`config.mk`:
```
export PLATFORM = sky130hd
export DESIGN_NAME = alu_ctrl_decode_stage
export DESIGN_NICKNAME = d
export VERILOG_FILES = /design/src/rtl/alu_ctrl_decode_stage.sv
export SDC_FILE = /design/constraint.sdc
export NUM_CORES = 1
export LEC_CHECK = 0
export BUFFER_PORTS_ARGS = -buffer_cell sky130_fd_sc_hd__buf_4
export CELL_PAD_IN_SITES_DETAIL_PLACEMENT = 2
export CELL_PAD_IN_SITES_GLOBAL_PLACEMENT = 2
export CORE_MARGIN = 2
export CORE_UTILIZATION = 27
export CTS_CLUSTER_SIZE = 12
export DETAILED_ROUTE_END_ITERATION = 8
export GPL_TIMING_DRIVEN = 0
export PLACE_DENSITY = 0.83
export SKIP_LAST_GASP = 1
export SLEW_MARGIN = 10
export SYNTH_ARGS = -nofsm -noshare
export SYNTH_HDL_FRONTEND = slang
export SYNTH_SLANG_ARGS = --single-unit
```
`constraint.sdc`:
```
create_clock -name clk -period 2.4 [get_ports clk]
set_clock_uncertainty 0.15 [all_clocks]
set_input_delay 0.48 -clock clk [delete_from_list [all_inputs] [get_ports clk]]
set_output_delay 0.48 -clock clk [all_outputs]
set_load 0.02 [all_outputs]
```
`src/rtl/alu_ctrl_decode_stage.sv`:
```
// Registered ALU control decoder at the ID/EX boundary: one-entry valid/ready
// stage that decodes the opcode, and holds the stage for multi-cycle MUL ops.
module alu_ctrl_decode_stage #(
  parameter int CTRL_W  = 4,
  parameter int MUL_LAT = 3
) (
  input  logic              clk,
  input  logic              reset_n,
  input  logic              flush,
  input  logic              in_valid,
  output logic              in_ready,
  input  logic [10:0]       opcode,
  input  logic              alu_on,
  output logic              out_valid,
  input  logic              out_ready,
  output logic [CTRL_W-1:0] alu_cntrl,
  output logic              set_flags,
  output logic              illegal,
  output logic              mc_busy
);

  localparam int CNT_W = $clog2(MUL_LAT + 1);

  localparam logic [CTRL_W-1:0] C_PASSB = CTRL_W'(4'h0);
  localparam logic [CTRL_W-1:0] C_ADD   = CTRL_W'(4'h2);
  localparam logic [CTRL_W-1:0] C_SUB   = CTRL_W'(4'h3);
  localparam logic [CTRL_W-1:0] C_ZTEST = CTRL_W'(4'h4);
  localparam logic [CTRL_W-1:0] C_AND   = CTRL_W'(4'h5);
  localparam logic [CTRL_W-1:0] C_ORR   = CTRL_W'(4'h6);
  localparam logic [CTRL_W-1:0] C_EOR   = CTRL_W'(4'h7);
  localparam logic [CTRL_W-1:0] C_LSL   = CTRL_W'(4'h8);
  localparam logic [CTRL_W-1:0] C_LSR   = CTRL_W'(4'h9);
  localparam logic [CTRL_W-1:0] C_MUL   = CTRL_W'(4'hA);

  typedef enum logic [1:0] {
    ST_EMPTY   = 2'd0,
    ST_FULL    = 2'd1,
    ST_MC_WAIT = 2'd2
  } state_t;

  typedef struct packed {
    logic [CTRL_W-1:0] code;
    logic              set_flags;
    logic              illegal;
    logic              is_mul;
  } dec_t;

  // First-match decode; anything unmatched yields code 0 with illegal set.
  function automatic dec_t decode(input logic [10:0] op, input logic on);
    dec_t d;
    d = '{code: C_PASSB, set_flags: 1'b0, illegal: 1'b0, is_mul: 1'b0};
    if (on) begin
      casez (op)
        11'b10001011000: d.code = C_ADD;
        11'b10101011000: begin d.code = C_ADD; d.set_flags = 1'b1; end
        11'b1001000100?: d.code = C_ADD;
        11'b11111000010: d.code = C_ADD;
        11'b11111000000: d.code = C_ADD;
        11'b11001011000: d.code = C_SUB;
        11'b11101011000: begin d.code = C_SUB; d.set_flags = 1'b1; end
        11'b100101?????: d.code = C_PASSB;
        11'b10110100???: d.code = C_ZTEST;
        11'b10001010000: d.code = C_AND;
        11'b10101010000: d.code = C_ORR;
        11'b11001010000: d.code = C_EOR;
        11'b11010011011: d.code = C_LSL;
        11'b11010011010: d.code = C_LSR;
        11'b10011011000: begin d.code = C_MUL; d.is_mul = 1'b1; end
        default:         d.illegal = 1'b1;
      endcase
    end else begin
      d.illegal = 1'b0;
    end
    return d;
  endfunction

  state_t            state_r, state_nxt_s;
  logic [CNT_W-1:0]  cnt_r, cnt_nxt_s;
  logic              load_s;
  logic              accept_s;
  dec_t              dec_s;

  assign dec_s     = decode(opcode, alu_on);
  assign in_ready  = !flush && ((state_r == ST_EMPTY) ||
                                ((state_r == ST_FULL) && out_ready));
  assign accept_s  = in_valid && in_ready;
  assign out_valid = (state_r == ST_FULL);
  assign mc_busy   = (state_r == ST_MC_WAIT);

  // Next-state, MUL countdown and output-register load enable.
  always_comb begin
    state_nxt_s = state_r;
    cnt_nxt_s   = cnt_r;
    load_s      = 1'b0;
    if (flush) begin
      state_nxt_s = ST_EMPTY;
      cnt_nxt_s   = '0;
    end else begin
      case (state_r)
        ST_EMPTY, ST_FULL: begin
          if (accept_s) begin
            load_s = 1'b1;
            if (dec_s.is_mul && (MUL_LAT > 1)) begin
              state_nxt_s = ST_MC_WAIT;
              cnt_nxt_s   = CNT_W'(MUL_LAT - 1);
            end else begin
              state_nxt_s = ST_FULL;
            end
          end else if ((state_r == ST_FULL) && out_ready) begin
            state_nxt_s = ST_EMPTY;
          end else begin
            state_nxt_s = state_r;
          end
        end
        ST_MC_WAIT: begin
          if (cnt_r == CNT_W'(1)) begin
            state_nxt_s = ST_FULL;
            cnt_nxt_s   = '0;
          end else begin
            cnt_nxt_s   = cnt_r - CNT_W'(1);
          end
        end
        default: begin
          state_nxt_s = ST_EMPTY;
          cnt_nxt_s   = '0;
        end
      endcase
    end
  end

  // State, counter and output registers; reset wins over flush.
  always_ff @(posedge clk) begin
    if (!reset_n) begin
      state_r   <= ST_EMPTY;
      cnt_r     <= '0;
      alu_cntrl <= '0;
      set_flags <= 1'b0;
      illegal   <= 1'b0;
    end else begin
      state_r <= state_nxt_s;
      cnt_r   <= cnt_nxt_s;
      if (load_s) begin
        alu_cntrl <= dec_s.code;
        set_flags <= dec_s.set_flags;
        illegal   <= dec_s.illegal;
      end
    end
  end

endmodule

```
==> results.json <==
{
  "status": "finished, final reports clean",
  "grt_pass1_vias": 874,
  "num_vias": 847,
  "netlist_area_um2": 761,
  "synth_top_area_cell": "dfxtp_1",
  "setup_tns_ps": 0,
  "clock-sinks": 10,
  "yosysMostFrequentCell": "dfxtp_1",
  "synth_edf_count": 0,
  "die_h_um": 57.1,
  "crit_required_ps": 1770,
  "dieArea_um2": 3260,
  "p_sw_mw": 0.106,
  "synth_nets": 109,
  "first_pass_iters": 4,
  "async_flop_share": 0,
  "clockRootBuffer": "clkbuf_4",
  "swShare": 0.264,
  "num_rows": 19,
  "grt.total_usage": 0.163,
  "dp_hpwl_um": 1990,
  "drc": 0,
  "fin_crit_ps": 2010,
  "synthAdderAreaFrac": 0.0164,
  "clk_pin_slew_ps": 70,
  "crit_path_end_kind": "output pin",
  "port_buffers": 23,
  "grt-ovfl-total": 0,
  "maxCapViolCount": 0,
  "cts_setup_buffers": 0,
  "cts_tree": "yes",
  "finalSetupViolCount": 0,
  "area_growth_pct": 32.6,
  "rsz0062_at_grt": "no",
  "synth-seq-cells": 10,
  "worst_slew_pin_slew_ps": 590,
  "drive_above_1_share": 0.280,
  "place_inst": 145,
  "ctsHtreeMaxLevel": 1,
  "pre_cts_slack_ps": 261,
  "power_leakage_nw": 0.361,
  "drv_slew": 0,
  "synthXorXnorAreaFrac": 0.0115,
  "comb_power_share": 0.191,
  "r2r_slack_ps": 490,
  "synthCells": 91,
  "hp-class": "reg2reg",
  "fin_util": 0.372,
  "fin_area_um2": 1010,
  "die_w_um": 57.1,
  "p_clk_frac": 0.391,
  "drt_iter0_drc": 11,
  "post_drt_wl_per_cell_um": 16.8,
  "ys_warn_count": 0,
  "synth_cell_types": 41,
  "clockBufferDepth": 2,
  "seq_area_frac_synth": 0.263,
  "cts_inserted_buffers": 3,
  "worstSkewPairLatency_ps": 270,
  "final_cells": 149,
  "core_area_um2": 2710,
  "arrival_ps": 1380,
  "fill_cells": 337,
  "ys.flop_type": "dfxtp_1",
  "seqPwrFrac": 0.417,
  "netlist.area_leader.share": 0.263,
  "synth_top_family_by_area": "simple AND/OR/NAND/NOR gates",
  "fmax_mhz": 498,
  "io_pins": 26,
  "antenna_cells": 0,
  "highest_layer": "met4",
  "ant_nets": 0,
  "cts_hold_buffers": 0,
  "cp-start-kind": "flip-flop",
  "syn_area_per_cell_um2": 8.36,
  "start_util": 0.281,
  "routed-wl-met2_um": 1300,
  "yosys.area_share.simple": 0.456,
  "setup_slack_ps": 392,
  "synth_compound_area_frac": 0.204,
  "power.density_nw_per_um2": 400,
  "viasPerCell": 5.68,
  "path_class": "reg2out",
  "wl_met3_um": 83,
  "finalHoldViolCount": 0,
  "wl_um": 2500,
  "synth_common_cells": "dfxtp_1 (10), a21oi_1 (8), nand2b_1 (5), nand3_1 (5)",
  "cp_max_fo": 10,
  "antenna_found_initial": 0,
  "cts_resized": 0,
  "relSlewSlack": 0.601,
  "ir_worst_vdd_uv": 181,
  "nNetsFinal": 137,
  "placed_area_um2": 972,
  "place_congestion": 0.704,
  "period_share": 0.837,
  "grt_first_pass_wirelength_um": 4130,
  "synth.area.top_cells": "dfxtp_1 (26%), a21oi_1 (5.3%), nand4bb_1 (4.4%), nand2b_1 (4.1%), nand3b_1 (3.9%)",
  "p_int_mw": 0.297,
  "grt_max_degree": 11,
  "met1_length_um": 1070,
  "synthMuxAreaShare": 0.0148
}
power groups by stage:
stage	logic, mW	clock network [mW]	registers (mW)
after floorplan	0.0337	0	0.173
after global placement	0.0732	0	0.172
after detailed placement	0.0764	0	0.172
after CTS	0.0775	0.159	0.168
after global routing	0.0839	0.176	0.168
final	0.0772	0.158	0.168
layer usage:
layer / vias to the layer above / GRT usage
met4: 0 / 0.0698
met3: 5 / 0.0227
met1: 417 / 0.199
met5: - / 0
met2: 21 / 0.286
li1: 404 / -
registers in the layout (all words and copies together), names as in the netlist:
signal,cells
alu_cntrl,4
cnt_r,2
state_r,2
illegal,1
set_flags,1
cell usage in the layout, fill, tap and decap left out, drive strengths merged, types with 2 or more instances in the layout:
master   synthesis  layout
nand3            5       5
nand2            4       4
nand3b           4       4
clkbuf           4       8
dfxtp           10      10
or4              2       2
buf              0      23
or2              3       3
nor4bb           2       2
nand4bb          4       4
nor2b            4       4
o211ai           3       3
inv              3       3
nor2             3       3
nor3             2       2
or3              4       4
a21boi           2       2
nand2b           5       5
a21oi            8       8
kinds of logic (layout without fill, tap and decap cells):
group / after synthesis / count (layout)
buffers and inverters: 7 / 34
flip-flops: 10 / 10
XOR/XNOR: 1 / 1
AO/OA/AOI/OAI: 23 / 23
AND/OR/NAND/NOR: 48 / 48
multiplexers: 1 / 1
adder cells (fa/ha/maj): 1 / 1
through the flow:
stage	hold slack, ps	total power [mW]
6_report	308	0.403
5_1_grt	343	0.428
4_1_cts	314	0.405
3_5_place_dp	306	0.248
3_3_place_gp	291	0.245
2_1_floorplan	327	0.207
critical path, stage by stage (launching register included):
cell and delay [ps]:
dfxtp_1 330, clkbuf_1 330, nor2b_1 270, buf_4 180
path summary, 6_finish.rpt:
check / end / start / cells past startpoint
worst max register to register: cnt_r[1] / state_r[1] / 4
worst max-delay path: mc_busy / state_r[1] / 3
worst min register to register: alu_cntrl[2] / alu_cntrl[2] / 2
worst min-delay path: alu_cntrl[2] / alu_cntrl[2] / 2
layout make-up:
cell class | instances | area (µm²) | area share
buffer | 4 | 15.0 | 0.0149
clock buffer | 4 | 36.3 | 0.0360
inverter | 3 | 11.3 | 0.0112
multi-input combinational | 74 | 534 | 0.530
sequential | 10 | 200 | 0.199
tap | 31 | 38.8 | 0.0385
timing repair buffer | 23 | 173 | 0.171
(Power assumes the default switching activity.)
